--- src/rtl/sram_rr_arbiter.sv ---
// sram_rr_arbiter: two-port round-robin arbiter in front of a single-port sram.
// Each accepted request makes exactly one sram access. Reads return on the
// shared rdata bus, qualified by the issuing port's rvalid pulse.
// Optional build macro SRAM_ARB_STATS_EN adds saturating per-port grant counters
// (p0_grants / p1_grants).

`ifdef SRAM_ARB_STATS_EN
// Per-port grant counter: counts acks, saturates at all-ones, clears on rst.
module sram_arb_grant_cnt (
  input  logic        clk,
  input  logic        rst,
  input  logic        inc,
  output logic [15:0] cnt
);
  // Saturating increment on every ack.
  always_ff @(posedge clk) begin
    if (rst)                          cnt <= '0;
    else if (inc && (cnt != 16'hFFFF)) cnt <= cnt + 16'd1;
  end
endmodule
`endif

module sram_rr_arbiter #(
  parameter int ADDR_W = 8,
  parameter int DATA_W = 8
) (
  input  logic              clk,
  input  logic              rst,
  input  logic              p0_req,
  input  logic              p0_wr,
  input  logic [ADDR_W-1:0] p0_addr,
  input  logic [DATA_W-1:0] p0_wdata,
  output logic              p0_ack,
  output logic              p0_rvalid,
  input  logic              p1_req,
  input  logic              p1_wr,
  input  logic [ADDR_W-1:0] p1_addr,
  input  logic [DATA_W-1:0] p1_wdata,
  output logic              p1_ack,
  output logic              p1_rvalid,
  output logic [DATA_W-1:0] rdata,
  output logic              sram_en,
  output logic              sram_wr,
  output logic [ADDR_W-1:0] sram_addr,
  output logic [DATA_W-1:0] sram_din,
  input  logic [DATA_W-1:0] sram_dout
`ifdef SRAM_ARB_STATS_EN
  ,
  output logic [15:0]       p0_grants,
  output logic [15:0]       p1_grants
`endif
);

  typedef enum logic [1:0] {IDLE, ACCESS, RESP} state_t;

  typedef struct packed {
    logic              wr;
    logic [ADDR_W-1:0] addr;
    logic [DATA_W-1:0] wdata;
  } req_t;

  state_t            state, state_nxt;
  req_t [1:0]        req_in;
  logic [1:0]        req_vld;
  logic [1:0]        ack_v;
  logic [1:0]        rvalid_v;
  logic              grant;
  logic              win_id;
  logic              win_q;   // port that owns the access in flight
  logic              rr_ptr;  // port with priority when both request
  logic [DATA_W-1:0] rdata_q;

  assign req_in[0] = {p0_wr, p0_addr, p0_wdata};
  assign req_in[1] = {p1_wr, p1_addr, p1_wdata};
  assign req_vld   = {p1_req, p0_req};

  assign p0_ack    = ack_v[0];
  assign p1_ack    = ack_v[1];
  assign p0_rvalid = rvalid_v[0];
  assign p1_rvalid = rvalid_v[1];

  // sram_dout is only valid during RESP, so it is passed through in that cycle
  // to meet the accept+2 latency; rdata_q keeps it until the next read.
  assign rdata = (state == RESP && !rst) ? sram_dout : rdata_q;

  // Arbitration, handshake pulses and next state; rst masks every pulse.
  always_comb begin
    state_nxt = state;
    grant     = 1'b0;
    win_id    = rr_ptr;
    ack_v     = 2'b00;
    rvalid_v  = 2'b00;
    case (state)
      IDLE: begin
        if (|req_vld) begin
          grant         = 1'b1;
          win_id        = (req_vld == 2'b11) ? rr_ptr : req_vld[1];
          ack_v[win_id] = 1'b1;
          state_nxt     = ACCESS;
        end
      end
      ACCESS:  state_nxt = sram_wr ? IDLE : RESP;
      RESP: begin
        rvalid_v[win_q] = 1'b1;
        state_nxt       = IDLE;
      end
      default: state_nxt = IDLE;
    endcase
    if (rst) begin
      grant     = 1'b0;
      ack_v     = 2'b00;
      rvalid_v  = 2'b00;
      state_nxt = IDLE;
    end
  end

  // State, round-robin pointer, sram strobes and the read data holding register.
  always_ff @(posedge clk) begin
    if (rst) begin
      state     <= IDLE;
      rr_ptr    <= 1'b0;
      win_q     <= 1'b0;
      sram_en   <= 1'b0;
      sram_wr   <= 1'b0;
      sram_addr <= '0;
      sram_din  <= '0;
      rdata_q   <= '0;
    end else begin
      state   <= state_nxt;
      // Strobes are registered from the accept, so they are high only in ACCESS.
      sram_en <= grant;
      sram_wr <= grant & req_in[win_id].wr;
      if (grant) begin
        win_q     <= win_id;
        rr_ptr    <= ~win_id;
        sram_addr <= req_in[win_id].addr;
        sram_din  <= req_in[win_id].wdata;
      end
      if (state == RESP) rdata_q <= sram_dout;
    end
  end

`ifdef SRAM_ARB_STATS_EN
  logic [1:0][15:0] grants;

  for (genvar i = 0; i < 2; i++) begin : g_cnt
    sram_arb_grant_cnt u_cnt (
      .clk (clk),
      .rst (rst),
      .inc (ack_v[i]),
      .cnt (grants[i])
    );
  end

  assign p0_grants = grants[0];
  assign p1_grants = grants[1];
`endif

endmodule
--- config.mk ---
export PLATFORM = sky130hd
export DESIGN_NAME = sram_rr_arbiter
export DESIGN_NICKNAME = d
export VERILOG_FILES = /design/src/rtl/sram_rr_arbiter.sv
export SDC_FILE = /design/constraint.sdc
export NUM_CORES = 1
export LEC_CHECK = 0
export BUFFER_PORTS_ARGS = -buffer_cell sky130_fd_sc_hd__buf_4
export CAP_MARGIN = 15
export CORE_MARGIN = 1
export CORE_UTILIZATION = 38
export DETAILED_ROUTE_END_ITERATION = 8
export GPL_TIMING_DRIVEN = 0
export PLACE_DENSITY = 0.76
export SYNTH_ARGS = -nofsm -noshare
export SYNTH_HDL_FRONTEND = slang
export SYNTH_SLANG_ARGS = --single-unit
--- constraint.sdc ---
create_clock -name clk -period 1.42 [get_ports clk]
set_clock_uncertainty 0.15 [all_clocks]
set_input_delay 0.142 -clock clk [delete_from_list [all_inputs] [get_ports clk]]
set_output_delay 0.142 -clock clk [all_outputs]
set_load 0.01 [all_outputs]
==> impl_metrics.tcl <==
set metrics [dict create \
    place_area_um2 1962 \
    die_area_um2 3672 \
    hold_path_class "primary input to flip-flop" \
    fin_crit_ps 1891 \
    grt_pass1_vias 1505 \
    clk_pin_slew_ps 90 \
    rsz0062_at_grt "yes" \
    die_y_um 60.60 \
    clkSinkCount 30 \
    status "complete, but fails checks" \
    htree_num_levels 2 \
    nets 306 \
    fin_ws_ps -470.5 \
    cp_slowest_cell "or3_4" \
    ctsRootBufferMaster "clkbuf_4" \
    period_share_pct 133.1 \
    core_um2 3153 \
    power.density_nw_per_um2 854.6 \
    hold_depth 4 \
    num_io_pins 76 \
    num_vias 1497 \
    p_sw_uw 586.9 \
    worstRegToRegCells 7 \
    p_int_uw 1620 \
    grt_usage_pct 26.40 \
    clock_path_buffers 2 \
    syn_to_final_growth_pct 97.89 \
    n_antenna_cell 0 \
    tightest_slew_ps 532.3 \
    synth_warnings 0 \
    pre_cts_ws_ps -324.8 \
    cp-start-kind "flip-flop" \
    postSynthAreaPerCell_um2 9.063 \
    synth.ff_latch_count 30 \
    ant_nets 0 \
    use_met1_pct 27.44 \
    synth.distinct_cells 24 \
    fin_total_pwr_uw 2207 \
    port_buffers 75 \
    swShare_pct 26.59 \
    critPathMostFrequentCell "buf_6" \
    max_freq_mhz 529.0 \
    fp-row-count 20 \
    drv_slew 0 \
    crit_path_cell_trace "buf_6 -> or3_4 -> nor3_4 -> buf_6 -> buf_6" \
    cp.required_ps 1130 \
    relSlewSlack_pct 64.51 \
    die_w_um 60.60 \
    syn_inst 144 \
    comb_power_share_pct 28.2 \
    firstDrtPassIters 4 \
    end_kind "output port" \
    worst-path-buf-inv 3 \
    routedWlPerCell_um 14.43 \
    clockPowerShare_pct 28.4 \
    p_leak_uw 0.001192 \
    finalHoldViolCount 0 \
    cap_violations 0 \
    cp.arrival_ps 1600 \
    critPathTopFamily "simple AND/OR/NAND/NOR gates" \
    rr_startpoint "state[0]" \
    vdd_drop_max_mv 0.5041 \
    rrSetupSlack_ps -290 \
    synth_area_um2 1305 \
    grt_pass1_wl_um 6837 \
    finalSetupViolCount 32 \
    dpl.hpwl_um 2358 \
    ys_seq_area_share_pct 46.02 \
    whs_endpoint "sram_wr" \
    final_common_cell "buf_4" \
    start_util_pct 41.39 \
    syn_nets 190 \
    routed_wl_um 4400 \
    crit_fanout 3 \
    violations "negative setup slack" \
    multi_input_area_um2 716.9 \
    antenna_found_initial 0 \
    post_drt_via_cell_ratio 4.908 \
    path_class "flip-flop to output port" \
    r2r-end "sram_addr[4]" \
    fillers 202 \
    gp_congestion 0.7163 \
    cts_buffers 5 \
    drive_above_1_share_pct 49.43 \
    mostFrequentLayoutCells "buf_4, dfxtp_1, dlygate4sd3_1" \
    detailedRoute.firstIterationViolations 42 \
    grtUsageMet2_pct 47.10 \
    hold_start "p0_wr" \
    gr-total-overflow 0 \
    finalInstanceArea_um2 2582 \
    insertion_delay_ps 330 \
    grt_max_degree 11 \
    cts_tree "yes" \
    drc_errors 0 \
    seq_area_um2 605.6 \
    grtUsageMet3_pct 10.23 \
    slowest_delay_ps 360 \
    pwr-share-seq_pct 43.4 \
    busiest_layer "met2" \
]
==> kinds of logic after synthesis <==
| group | share of synthesized area [%] |
|---|---|
| simple gates | 18.79 |
| compound gates | 19.56 |
| flops | 46.02 |
| buf+inv | 8.724 |
| mux | 6.903 |
==> sequential cells by signal, summed over array words and instances, names as in the netlist <==
name       count
rdata_q        8
rr_ptr         1
sram_addr      8
sram_din       8
sram_en        1
sram_wr        1
state          2
win_q          1
==> worst max-delay path by stage <==
stage | startpoint | to | slack [ps] | cells after the start
6_report | state[0] | p1_ack | -470 | 5
5_1_grt | state[1] | p1_ack | -510 | 4
3_3_place_gp | state[0] | p1_ack | -330 | 4
2_1_floorplan | state[0] | sram_addr[1] | -110 | 4
4_1_cts | state[0] | rdata[2] | -550 | 6
3_5_place_dp | state[0] | p1_ack | -320 | 4
==> layout make-up <==
cell class / instances / area share [%]
Clock buffer: 8 / 3.052
Sequential cell: 30 / 23.45
Timing Repair Buffer: 111 / 38.66
Inverter: 19 / 2.762
Buffer: 7 / 2.180
Tap cell: 44 / 2.132
Multi-Input combinational cell: 86 / 27.76
==> cells in the mapped netlist <==
| master | count | share of area (%) |
|---|---|---|
| buf_2 | 1 | 0.38 |
| a221o_1 | 16 | 12 |
| nor3_1 | 17 | 6.5 |
| clkbuf_1 | 6 | 1.7 |
| and2_1 | 1 | 0.48 |
| a311oi_1 | 1 | 0.67 |
| nand2b_1 | 1 | 0.48 |
| nand2_1 | 16 | 4.6 |
| nor2_1 | 2 | 0.58 |
| nor3_4 | 1 | 1.2 |
| mux2_2 | 8 | 6.9 |
| or2_2 | 1 | 0.48 |
| o32ai_1 | 1 | 0.67 |
| inv_1 | 19 | 5.5 |
| or3_4 | 1 | 0.86 |
| a21boi_0 | 1 | 0.58 |
| dfxtp_1 | 30 | 46 |
| nor4b_1 | 1 | 0.67 |
| buf_4 | 2 | 1.2 |
| o21ba_2 | 1 | 0.77 |
| nor2_2 | 1 | 0.48 |
| a21oi_1 | 10 | 3.8 |
| nor2b_1 | 5 | 2.4 |
| a21bo_2 | 1 | 0.77 |
==> power by group through the flow <==
| stage | sequential, uW | combinational (uW) | clock (uW) |
|---|---|---|---|
| finish | 958 | 623 | 627 |
| floorplan | 990 | 195 | 0 |
| detailed placement | 969 | 458 | 0 |
| global placement | 972 | 452 | 0 |
| global route | 966 | 666 | 681 |
| CTS | 954 | 598 | 650 |
==> tightest hold or removal path: stages <==
cell     delay [ps]
buf_4           100
inv_1            40
o32ai_1          60
nor2b_4         130
==> routing by layer <==
layer	share of wire, %	up-vias
met1	38	681
met3	8.3	7
met4	2.1	0
met5	0	-
li1	-	735
met2	51	74
==> metrics by stage <==
stage,hold WS [ps],setup TNS (ps),std cells,util [%]
global placement,214.7,-6836,263,62.22
detailed placement,222.6,-6840,263,62.22
floorplan,71.33,-1669,144,-
CTS,10.97,-10500,305,80.75
global route,16.66,-9996,305,81.90
finish,25.57,-8690,305,81.90
==> repair_timing <==
action / 4_1_cts / 5_1_grt
hold endpoints to repair: 27 / 0
setup buffers: 7 / 3
setup endpoints to repair: 30 / 36
pin swaps: 4 / 10
cloned: 1 / 0
hold buffers: 27 / 0
resized for setup: 39 / 15
Note: power is estimated with default switching activity, not from simulation.
